--- src/rtl/frame_uart_sender_pkg.sv ---
// Shared image-path constants (80x80 frame geometry, UART timing) for the frame
// sender and receiver, plus the sender FSM state encoding.
package frame_uart_sender_pkg;

  localparam int IMG_W          = 80;
  localparam int IMG_H          = 80;
  localparam int IMG_FRAME_SIZE = IMG_W * IMG_H;
  localparam int IMG_ADDR_W     = 13;

  // 115200 baud from a 25 MHz clock
  localparam int UART_CLKS_PER_BIT = 217;

  // Receiver side: samples each bit at its midpoint
  localparam int RX_CLKS_PER_BIT = UART_CLKS_PER_BIT;
  localparam int RX_HALF_BIT     = RX_CLKS_PER_BIT / 2;
  localparam int RX_DATA_BITS    = 8;

  typedef enum logic [2:0] {
    S_IDLE,
    S_FETCH,
    S_LOAD,
    S_SEND,
    S_DONE
  } sender_state_t;

endpackage

--- src/rtl/frame_uart_sender_serializer.sv ---
// 8N1 UART bit serializer: loads {stop, data, start} into a shift frame and
// shifts it out LSB first, one bit every CLKS_PER_BIT clocks.
module uart_tx_serializer #(
  parameter int CLKS_PER_BIT = 217
) (
  input  logic       clk,
  input  logic       rst,
  input  logic       load,
  input  logic [7:0] data,
  output logic       ready,
  output logic       last_tick,
  output logic       txd
);

  localparam int CW = (CLKS_PER_BIT > 1) ? $clog2(CLKS_PER_BIT) : 1;
  localparam logic [CW-1:0] BAUD_LAST = CW'(CLKS_PER_BIT - 1);

  logic [9:0]    shift;
  logic [CW-1:0] baud_cnt;
  logic [3:0]    bit_cnt;
  logic          active;
  logic          bit_end;

  assign bit_end   = active && (baud_cnt == BAUD_LAST);
  // Fires on the final clock of the stop bit so the caller can turn around
  // on the same edge the serializer goes idle.
  assign last_tick = bit_end && (bit_cnt == 4'd9);
  assign ready     = !active;
  // Gating by active lets an async reset raise the line without a clock edge.
  assign txd       = active ? shift[0] : 1'b1;

  always_ff @(posedge clk or posedge rst) begin
    if (rst) begin
      shift    <= 10'h3FF;
      baud_cnt <= '0;
      bit_cnt  <= '0;
      active   <= 1'b0;
    end else if (load && !active) begin
      shift    <= {1'b1, data, 1'b0};
      baud_cnt <= '0;
      bit_cnt  <= '0;
      active   <= 1'b1;
    end else if (active) begin
      if (bit_end) begin
        baud_cnt <= '0;
        if (last_tick) begin
          active <= 1'b0;
        end else begin
          shift   <= {1'b1, shift[9:1]};
          bit_cnt <= bit_cnt + 4'd1;
        end
      end else begin
        baud_cnt <= baud_cnt + 1'b1;
      end
    end
  end

endmodule

--- src/rtl/frame_uart_sender.sv ---
// Streams one full frame from the processed-image RAM over UART: fetches each
// byte (one-cycle RAM latency), hands it to the serializer, pulses done at end.
module frame_uart_sender
  import frame_uart_sender_pkg::*;
#(
  parameter int CLKS_PER_BIT = UART_CLKS_PER_BIT,
  parameter int FRAME_SIZE   = IMG_FRAME_SIZE,
  parameter int ADDR_W       = IMG_ADDR_W
) (
  input  logic              clk,
  input  logic              RESET,
  input  logic              start,
  output logic [ADDR_W-1:0] ram_addr,
  input  logic [7:0]        ram_data,
  output logic              txd,
  output logic              busy,
  output logic              done
);

  localparam logic [ADDR_W-1:0] LAST_IDX = ADDR_W'(FRAME_SIZE - 1);

  sender_state_t     state, state_next;
  logic [ADDR_W-1:0] index, index_next;
  logic              load;
  logic              ready;
  logic              last_tick;

  always_ff @(posedge clk or posedge RESET) begin
    if (RESET) begin
      state <= S_IDLE;
      index <= '0;
    end else begin
      state <= state_next;
      index <= index_next;
    end
  end

  always_comb begin
    state_next = state;
    index_next = index;
    load       = 1'b0;
    case (state)
      S_IDLE: begin
        if (start) begin
          state_next = S_FETCH;
          index_next = '0;
        end
      end
      S_FETCH: state_next = S_LOAD;
      S_LOAD: begin
        if (ready) begin
          load       = 1'b1;
          state_next = S_SEND;
        end
      end
      S_SEND: begin
        if (last_tick) begin
          if (index < LAST_IDX) begin
            index_next = index + 1'b1;
            state_next = S_FETCH;
          end else begin
            state_next = S_DONE;
          end
        end
      end
      S_DONE: begin
        index_next = '0;
        state_next = S_IDLE;
      end
      default: begin
        state_next = S_IDLE;
        index_next = '0;
      end
    endcase
  end

  assign ram_addr = (state == S_IDLE) ? '0 : index;
  assign busy     = (state != S_IDLE);
  assign done     = (state == S_DONE);

  uart_tx_serializer #(
    .CLKS_PER_BIT(CLKS_PER_BIT)
  ) u_serializer (
    .clk      (clk),
    .rst      (RESET),
    .load     (load),
    .data     (ram_data),
    .ready    (ready),
    .last_tick(last_tick),
    .txd      (txd)
  );

endmodule

--- config.mk ---
export PLATFORM = sky130hd
export DESIGN_NAME = frame_uart_sender
export DESIGN_NICKNAME = d
export VERILOG_FILES = /design/src/rtl/frame_uart_sender_pkg.sv /design/src/rtl/frame_uart_sender_serializer.sv /design/src/rtl/frame_uart_sender.sv
export SDC_FILE = /design/constraint.sdc
export NUM_CORES = 1
export LEC_CHECK = 0
export CAP_MARGIN = 20
export CELL_PAD_IN_SITES_DETAIL_PLACEMENT = 1
export CELL_PAD_IN_SITES_GLOBAL_PLACEMENT = 1
export CORE_ASPECT_RATIO = 0.9
export CORE_MARGIN = 2
export CORE_UTILIZATION = 25
export DETAILED_ROUTE_END_ITERATION = 10
export GPL_ROUTABILITY_DRIVEN = 0
export MAX_ROUTING_LAYER = met4
export PLACE_DENSITY_LB_ADDON = 0.08
export SKIP_CTS_REPAIR_TIMING = 1
export SYNTH_ARGS = -nofsm -noshare
export SYNTH_HDL_FRONTEND = slang
export SYNTH_SLANG_ARGS = --single-unit
--- constraint.sdc ---
create_clock -name clk -period 2.6 [get_ports clk]
set_clock_uncertainty 0.2 [all_clocks]
set_input_delay 0.39 -clock clk [delete_from_list [all_inputs] [get_ports clk]]
set_output_delay 0.39 -clock clk [all_outputs]
set_load 0.1 [all_outputs]
* After elaboration in Yosys (flattened, before gate mapping)
Index checks and enable logic that the tools add are counted.
** Storage, ports and cells
- Input port bits :: 11
- Word-level logic and storage cells :: 62
- Register bits after elaboration :: 39
- Output and inout port bits :: 16
** Cells by class
- Reduce and logical (&&, ||, !) cells :: 12
- $lt $le $gt $ge :: 1
- Multiplexer cells :: 28
- Add/sub/neg operators :: 3
- Equality and inequality tests :: 11
- Bitwise logic cells :: 1
** Operator list (count)
- $mux 13 :: 4
- $mux 10 :: 4
- $pmux 13 s3 :: 1
- $mux 8 :: 3
- $mux 4 :: 4
- $add 13x1->13 const B :: 1
- $lt 13x13->1 const B :: 1
- $mux 3 :: 4
- $pmux 3 s4 :: 1
- $add 8x1->8 const B :: 1
- $eq 8x8->1 const B :: 1
- $ne 2x2->1 const B :: 4
- $mux 1 :: 7
- $eq 3x2->1 const B :: 2
- $reduce_and 3->1 :: 2
- $add 4x1->4 const B :: 1
- $eq 4x4->1 const B :: 1
- $reduce_and 4->1 :: 1
- $reduce_bool 2->1 :: 2
- $eq 3x1->1 const B :: 1
- $eq 3x3->1 const B :: 1
- $logic_and 1x1->1 :: 3
- $logic_not 3->1 :: 1
- $reduce_bool 3->1 :: 1
- 4 further kinds :: 4

* Longest topological paths before layout
Gate-level depths: netlist of run 1.
- Word-level depth :: 7
- Mapped depth :: 8
- Mapped depth without buffers :: 7

* By module
From an unflattened synthesis of run 1, not the netlist that was laid out.
** Unflattened totals
- Cell total of the unflattened synthesis :: 249
- Area total of the unflattened synthesis :: 2309.7 um2
** By module, submodules not included
- uart_tx_serializer :: sequential area each 561.8 um2, instances 1, cells each 121, area each 1228.7 um2
- frame_uart_sender :: sequential area each 400.4 um2, instances 1, cells each 128, area each 1081.0 um2

* Worst setup path after synthesis of run 1
Ideal clock, no wire load.
- Path type :: register to output
- From :: register state[2]
- To :: output ram_addr[10]
- Arrival time :: 2.269 ns
- Buffers on the path :: 2
- Cell stages (with the launch flop) :: 5
- Setup slack :: -0.259 ns
- Required time :: 2.010 ns
- Cell sequence :: dfrtp_1 clkbuf_1 nor3_1 clkbuf_1 nor2b_1
** On the way
- Word-level cells in the longest chain between the ends :: 2
** Ends and longest elaborated chain
- start: declaration :: line frame_uart_sender.sv:22 : sender_state_t state, state_next;
- start signal: assignment :: line frame_uart_sender.sv:33 : state <= state_next;
- $logic_not 3->1 :: line frame_uart_sender.sv:77 : assign ram_addr = (state == S_IDLE) ? '0 : index;
- $mux 13 :: line frame_uart_sender.sv:77
- end: declaration :: line frame_uart_sender.sv:13 : output logic [ADDR_W-1:0] ram_addr,
No other way between the ends.

* Final worst setup path of run 1
- From :: register state[2]
- To :: output ram_addr[6]
Same word-level chain as after synthesis.

==> results of run 1 <==
[layout make-up]
class	instances	area share, %
tap	119	5.29
sequential	38	34.2
inverter	7	0.934
timing repair buffer	33	15.9
clock buffer	7	3.07
multi-input combinational	188	40.4
clock inverter	1	0.178
[per-stage QoR]
step                std cells  hold WS, ps  setup TNS (ps)  total power (W)
finish                    393          330               0          0.00107
global route              393          375               0          0.00112
detailed placement        385          320               0         0.000654
CTS                       393          331               0          0.00109
global placement          385          317               0         0.000654
floorplan                 244          272           -2450         0.000630
[layer usage]
layer | GRT usage, % | wire, um
met2 | 18.7 | 2390
met3 | 2.79 | 144
met4 | 3.33 | 37
met1 | 19.9 | 3240
met5 | - | 0
[how the worst max path moves through the flow]
stage	end	slack, ps	cells after the start
after CTS	ram_addr[6]	400	4
after global placement	u_serializer.bit_cnt[1]	480	6
final	ram_addr[6]	430	4
after detailed placement	u_serializer.shift[6]	430	5
after global routing	index[11]	240	7
after floorplan	ram_addr[10]	-260	4
[worst reg2reg max path, stage by stage, from the launching register on]
cell and delay [ps]:
dfrtp_1 420, ha_1 230, and3b_1 170, or3_1 650, mux2i_1 200, o21ai_0 200
[power groups by stage]
stage                     clock (W)  sequential [W]  combinational, W
after floorplan                   0        0.000615         0.0000148
after global placement            0        0.000617         0.0000371
after detailed placement          0        0.000617         0.0000367
after CTS                  0.000448        0.000606         0.0000372
after global routing       0.000469        0.000607         0.0000411
final                      0.000428        0.000606         0.0000354
[Yosys cell counts, drive strengths merged]
| cell | count |
|---|---|
| a21oi | 10 |
| a311o | 1 |
| a31oi | 9 |
| a32oi | 1 |
| a41oi | 3 |
| and2 | 4 |
| and3 | 5 |
| and3b | 1 |
| and4 | 3 |
| buf | 4 |
| clkbuf | 7 |
| dfrtp | 29 |
| dfstp | 9 |
| ha | 5 |
| inv | 7 |
| mux2i | 9 |
| nand2 | 29 |
| nand2b | 4 |
| nand3 | 11 |
| nand3b | 1 |
| nand4 | 3 |
| nand4b | 2 |
| nand4bb | 1 |
| nor2 | 18 |
| nor2b | 16 |
| nor3 | 7 |
| o2111a | 1 |
| o211ai | 1 |
| o21a | 1 |
| o21ai | 31 |
| o311ai | 1 |
| o31ai | 1 |
| o41ai | 1 |
| or3 | 3 |
| xor2 | 5 |
[registers in the layout, indices dropped and copies added, names as in the netlist]
register and cells:
index 13, state 3, u_serializer.active 1, u_serializer.baud_cnt 8, u_serializer.bit_cnt 4, u_serializer.shift 9
[layout by cell type (no fill, tap or decap), types with 6 or more instances in the layout]
cell type and n:
buf_12 14, buf_4 9, clkdlybuf4s50_1 10, dfrtp_1 29
clkbuf_8 6, a21oi_1 9, nand3_1 11, a31oi_1 9
nor3_1 6, nand2_1 29, dfstp_2 9, mux2i_1 9
inv_1 7, o21ai_0 26, nor2_1 18, nor2b_1 16
[cell families after synthesis]
kind of cell             count (synthesis)  share of synthesized area [%]
XOR/XNOR                                 5                           2.01
AO/OA/AOI/OAI                           61                           17.1
AND/OR/NAND/NOR                        108                           26.0
multiplexers                             9                           4.13
buffers and inverters                   18                           3.78
adder cells (fa/ha/maj)                  5                           2.87
flip-flops                              38                           44.1
==> flow_summary.yaml, run 1 <==
worst_setup_path:
  cp_max_fo: 14
  start_kind: "flop"
  critPathLaunch: "state[2]"
  crit_chain: "nor3_1, buf_4, nor2b_1, buf_12"
  cp.required_ps: 2010
  critPathBufInv: 2
  reg2reg_to: "u_serializer.shift[6]"
  end_kind: "primary output"
  arrival_ps: 1580
  worstRegToRegCells: 5
  reg2reg_from: "u_serializer.bit_cnt[0]"
  criticalPathCategory: "flop to primary output"
  critPathMaxStageDelay_ps: 530
  regToRegSetupSlack_ps: 450
  path_delay_family: "flip-flops"
  worst_path_max_delay_cell: "dfrtp_1"
final_layout:
  finalNetCount: 289
  syn_to_final_growth_pct: 29.0
  fillers: 1002
  post-route-util_pct: 33.0
  final_cell_area_um2: 2810
  antenna_cells: 0
  multi_input_area_um2: 1140
  post_route_cells_drive_above_1_share_pct: 16.1
  seqCellArea_um2: 962
drt:
  ant_nets: 0
  viasPerCell: 4.68
  drt-total-wl_um: 5810
  drtPass1Iterations: 4
  dr_total_vias: 1838
  wl_per_cell_um: 14.8
  route.detailed.drc: 0
  drtIter0Drc: 55
logic_synthesis:
  yosys.area.top_type_share_pct: 33.3
  netlist_top_cells_area: "dfrtp_1 (33%), dfstp_2 (11%), o21ai_0 (6.0%)"
  synth-seq-cells: 38
  syn_nets: 260
  synth_area_um2: 2180
  synthCells: 244
  ys_warn_count: 0
  synth.avg_cell_area_um2: 8.94
  ys_types: 42
  synth_area_leader_cell: "dfrtp_1"
  ys_seq_area_share_pct: 44.1
die:
  dieHeight_um: 92.6
  fp.coreArea_um2: 8530
  fp-row-count: 32
  ioPinCount: 27
  dieArea_um2: 9490
  initial_utilization_pct: 25.6
  fp.dieW_um: 102
global_route:
  grtUsageTotal_pct: 13.5
  grt.overflow.total: 0
  grt_pass1_vias: 1888
  grt_antenna_before_repair: 0
  grt_start_max_net_pins: 39
  grt_pass1_wl_um: 9760
timing:
  setup_viol: 0
  max_slew_margin_pct: 58.9
  fin_ws_ps: 428
  finalHoldViolCount: 0
  worst_pin_slew_ps: 616
  fin_crit_ps: 2170
  rsz0062_at_grt: "no"
  fmax_mhz: 460
  slew_violations: 0
  period_share_pct: 83.5
place:
  hpwl_um: 4110
  place_area_um2: 2720
  pre_cts_slack_ps: 426
  place.port_buffers: 26
power:
  powerDensity_nw_per_um2: 380
  switching_share_pct: 22.0
  p_leak_nw: 1.22
  power.internal_w: 0.000835
  p_clk_share_pct: 40.1
  vdd_ir_drop_max_v: 0.000195
  seqPwrFrac_pct: 56.6
  power_switching_w: 0.000235
  combPwrFrac_pct: 3.3
worst_hold_path:
  hold_class: "flop to flop"
  hp-start: "u_serializer.shift[8]"
  min_to: "u_serializer.shift[8]"
  min_path_cells: 2
clock_network:
  cts-root-buf: "clkbuf_8"
  cts_buffers: 5
  cts_buffer_depth: 2
  htree_levels: 2
  clkLatencyLatePin_ps: 290
  path_clk_slew_ps: 80
  cts_tree: "built"
  clock-sinks: 38
flow_run:
  drv_cap: 0
outcome:
  status: "finished clean"
(Power assumes the default switching activity.)
==> inputs of run 2 (changes only) <==
==> constraint.sdc (replaced) <==
create_clock -name clk -period 2.06 [get_ports clk]
set_clock_uncertainty 0.2 [all_clocks]
set_input_delay 0.309 -clock clk [delete_from_list [all_inputs] [get_ports clk]]
set_output_delay 0.309 -clock clk [all_outputs]
set_load 0.1 [all_outputs]
==> flow_summary.yaml, run 2 (synthesis gave the netlist of run 1 again) <==
drt:
  viasPerCell: 4.66
  route.detailed.drc: 0
  drtIter0Drc: 53
  ant_nets: 0
  drtPass1Iterations: 4
  dr_total_vias: 1935
  drt-total-wl_um: 6030
  wl_per_cell_um: 14.5
die:
  dieHeight_um: 92.6
  fp.dieW_um: 102
  fp.coreArea_um2: 8530
  initial_utilization_pct: 25.6
  ioPinCount: 27
  dieArea_um2: 9490
  fp-row-count: 32
place:
  hpwl_um: 4300
  place_area_um2: 2990
  pre_cts_slack_ps: 90.9
  place.port_buffers: 26
power:
  p_clk_share_pct: 45.3
  seqPwrFrac_pct: 51.5
  powerDensity_nw_per_um2: 475
  power_switching_w: 0.000304
  p_leak_nw: 1.39
  power.internal_w: 0.00118
  vdd_ir_drop_max_v: 0.000197
  p_total_w: 0.00148
  combPwrFrac_pct: 3.3
  switching_share_pct: 20.5
final_layout:
  top_register: "index"
  finalNetCount: 311
  post-route-util_pct: 36.6
  fillers: 1001
  largest_reg_flops: 13
  mostFrequentLayoutCells: "nand2_1 (29), dfrtp_1 (28), buf_4 (26)"
  biggestRegsByFlops: "index x13, u_serializer.shift x9, u_serializer.baud_cnt x8"
  mostFrequentLayoutCell: "nand2_1"
  final_cell_area_um2: 3120
  syn_to_final_growth_pct: 43.2
  post_route_cells_drive_above_1_share_pct: 27.4
  antenna_cells: 0
global_route:
  grt_antenna_before_repair: 0
  grt_pass1_wl_um: 10200
  grt_start_max_net_pins: 39
  grt_pass1_vias: 1962
  grtUsageTotal_pct: 14.1
  grt.overflow.total: 0
timing:
  period_share_pct: 96.2
  setup_viol: 0
  finalHoldViolCount: 0
  fin_crit_ps: 1980
  rsz0062_at_grt: "yes"
  max_slew_margin_pct: 79.4
  tns_ps: 0
  fmax_mhz: 505
  worst_pin_slew_ps: 306
  slew_violations: 0
  fin_ws_ps: 78.1
clock_network:
  clock-sinks: 38
  cts_tree: "built"
  clkLatencyLatePin_ps: 300
  cts-root-buf: "clkbuf_8"
  htree_levels: 2
  cts_buffers: 5
  cts_buffer_depth: 2
  path_clk_slew_ps: 90
worst_setup_path:
  cp.required_ps: 1550
  regToRegSetupSlack_ps: 90
  cp_max_fo: 14
  start_kind: "flop"
  arrival_ps: 1470
  criticalPathCategory: "flop to primary output"
  end_kind: "primary output"
worst_hold_path:
  hold_class: "input pin to async pin"
outcome:
  status: "finished clean"
flow_run:
  drv_cap: 0
run 2: cell types whose count changed in the layout (fill, tap and decap cells not counted), moves of 3 or more:
| cell | delta |
|---|---|
| nor2b_4 | +3 |
| nor2b_2 | +5 |
| o21ai_0 | -3 |
| buf_12 | +5 |
| buf_4 | +17 |
| nor2b_1 | -8 |
run 2: power groups by stage:
stage	clock network [W]	registers [W]	logic [W]
2_1_floorplan	0	0.000777	0.0000187
3_3_place_gp	0	0.000778	0.0000502
3_5_place_dp	0	0.000779	0.0000501
4_1_cts	0.000704	0.000765	0.0000504
5_1_grt	0.000720	0.000766	0.0000547
6_report	0.000672	0.000765	0.0000483
run 2: path summary, 6_finish.rpt:
kind / startpoint / to / depth (start not counted)
setup / recovery: state[1] / busy / 4
hold / removal: RESET / u_serializer.baud_cnt[4] / 3
setup reg to reg: u_serializer.baud_cnt[0] / index[4] / 7
hold reg to reg: u_serializer.baud_cnt[7] / u_serializer.baud_cnt[7] / 1
max in group asynchronous: RESET / u_serializer.shift[1] / 3
min in group clk: u_serializer.baud_cnt[7] / u_serializer.baud_cnt[7] / 1
run 2: layout make-up:
cell class / count / area [um^2] / area share, %
clock buffer: 7 / 86.3 / 2.76
clock inverter: 1 / 30.0 / 0.961
inverter: 7 / 30.0 / 0.961
multi-input combinational: 188 / 1190 / 38.1
sequential: 38 / 963 / 30.8
tap: 119 / 149 / 4.77
timing repair buffer: 55 / 676 / 21.6
run 2: per-layer routing:
metal / GRT usage (%) / vias up / wire length (um)
li1: - / 969 / -
met1: 21.5 / 932 / 3200
met2: 18.6 / 28 / 2530
met3: 2.94 / 6 / 232
met4: 3.67 / 0 / 59
met5: - / - / 0
run 2: worst max-delay path, stage by stage (launching register included):
cell and delay [ps]:
dfrtp_2 450, nor3_2 250, buf_12 200, clkinvlp_4 110
buf_12 170
run 2: stage by stage:
stage               instances  hold WS, ps
global placement          406          314
global route              415          194
finish                    415          170
floorplan                 244          216
CTS                       414          169
detailed placement        406          316
==> inputs of run 3 (changes only) <==
--- a/config.mk
+++ b/config.mk
@@ -5,6 +5,7 @@
 export SDC_FILE = /design/constraint.sdc
 export NUM_CORES = 1
 export LEC_CHECK = 0
+export ABC_CLOCK_PERIOD_IN_PS = 2060
 export CAP_MARGIN = 20
 export CELL_PAD_IN_SITES_DETAIL_PLACEMENT = 1
 export CELL_PAD_IN_SITES_GLOBAL_PLACEMENT = 1
==> constraint.sdc (replaced) <==
create_clock -name clk -period 2.06 [get_ports clk]
set_clock_uncertainty 0.2 [all_clocks]
set_input_delay 0.309 -clock clk [delete_from_list [all_inputs] [get_ports clk]]
set_output_delay 0.309 -clock clk [all_outputs]
set_load 0.01 [all_outputs]
==> flow_summary.yaml, run 3 (synthesis gave the netlist of run 1 again) <==
timing:
  fmax_mhz: 492
  max_slew_margin_pct: 74.2
  rsz0062_at_grt: "yes"
  period_share_pct: 98.7
  tns_ps: 0
  finalHoldViolCount: 0
  slew_violations: 0
  setup_viol: 0
  worst_pin_slew_ps: 384
  fin_crit_ps: 2030
final_layout:
  mostFrequentLayoutCell: "buf_4"
  antenna_cells: 0
  post_route_cells_drive_above_1_share_pct: 23.4
  fillers: 1012
  finalNetCount: 319
  mostFrequentLayoutCells: "buf_4 (34), nand2_1 (29), dfrtp_1 (27)"
  largest_reg_flops: 13
  syn_to_final_growth_pct: 37.4
  top_register: "index"
  biggestRegsByFlops: "index x13, u_serializer.shift x9, u_serializer.baud_cnt x8"
global_route:
  grt_pass1_vias: 2001
  grt_pass1_wl_um: 10300
  grt_antenna_before_repair: 0
  grtUsageTotal_pct: 14.2
  grt_start_max_net_pins: 39
  grt.overflow.total: 0
flow_run:
  drv_cap: 0
place:
  hpwl_um: 4420
  place.port_buffers: 26
power:
  p_total_w: 0.00144
  vdd_ir_drop_max_v: 0.000219
  powerDensity_nw_per_um2: 480
  p_leak_nw: 1.32
die:
  dieHeight_um: 92.6
  fp.dieW_um: 102
  fp-row-count: 32
  dieArea_um2: 9490
  fp.coreArea_um2: 8530
  initial_utilization_pct: 25.6
  ioPinCount: 27
clock_network:
  cts_buffer_depth: 2
  clkLatencyLatePin_ps: 290
  htree_levels: 2
  path_clk_slew_ps: 80
  clock-sinks: 38
  cts-root-buf: "clkbuf_8"
  cts_buffers: 5
  cts_tree: "built"
drt:
  drtPass1Iterations: 4
  viasPerCell: 4.74
  route.detailed.drc: 0
  drtIter0Drc: 38
  ant_nets: 0
  dr_total_vias: 2004
  wl_per_cell_um: 14.9
  drt-total-wl_um: 6280
worst_setup_path:
  arrival_ps: 1520
  cp.required_ps: 1550
  end_kind: "primary output"
  worst_path_max_delay_cell: "dfrtp_1"
  cp_max_fo: 5
  start_kind: "flop"
  criticalPathCategory: "flop to primary output"
  cpMostUsedCell: "buf_4"
  crit_chain: "nor3_2, buf_4, buf_6, buf_4, nor2b_1, clkbuf_2"
  critPathMaxStageDelay_ps: 430
  regToRegSetupSlack_ps: 50
outcome:
  status: "finished clean"
worst_hold_path:
  hold_class: "input pin to async pin"
==> run 3: where the power goes <==
group	internal (W)	switching (W)
registers	0.000760	0.00000448
clock network	0.000363	0.000263
logic	0.0000256	0.0000224
==> run 3: routing by layer <==
layer,GRT usage [%],up-vias,share of wire (%)
met5,-,-,0
met4,3.33,0,0.81
met3,3.02,4,3.2
met2,19.0,25,42
met1,21.7,993,54
li1,-,982,-
==> run 3: stage by stage <==
| stage | hold slack (ps) | instance area (um^2) | setup slack, ps | utilization [%] | instances |
|---|---|---|---|---|---|
| floorplan | 216 | 2180 | 154 | - | 244 |
| global placement | 306 | 2760 | 135 | 32.3 | 404 |
| detailed placement | 310 | 2760 | 91.7 | 32.3 | 404 |
| CTS | 187 | 2860 | -177 | 33.6 | 412 |
| global route | 196 | 3000 | -54.9 | 35.2 | 423 |
| finish | 177 | 3000 | 27.0 | 35.2 | 423 |
==> run 3: critical path, delay by kind of cell (launching register included) <==
kind	cells	cell delay (ps)
flops	1	430
simple gates	2	290
buf+inv	4	520
==> run 3: area by class of cell <==
type / instances / area (um^2) / area share (%)
clock inverters: 1 / 30.0 / 1.00
multi-input cells: 188 / 1180 / 39.3
repair buffers: 63 / 574 / 19.2
flip-flops and latches: 38 / 965 / 32.2
clock buffers: 7 / 76.3 / 2.55
inverters: 7 / 26.3 / 0.876
well taps: 119 / 149 / 4.97
==> run 3: final timing paths <==
| check | start | endpoint | cells after the start |
|---|---|---|---|
| max | state[0] | ram_addr[0] | 6 |
| min | RESET | index[11] | 3 |
| max reg2reg | u_serializer.baud_cnt[1] | index[4] | 7 |
| min reg2reg | u_serializer.baud_cnt[7] | u_serializer.baud_cnt[7] | 1 |
| max in group asynchronous | RESET | u_serializer.shift[5] | 3 |
| min in group clk | u_serializer.baud_cnt[7] | u_serializer.baud_cnt[7] | 1 |
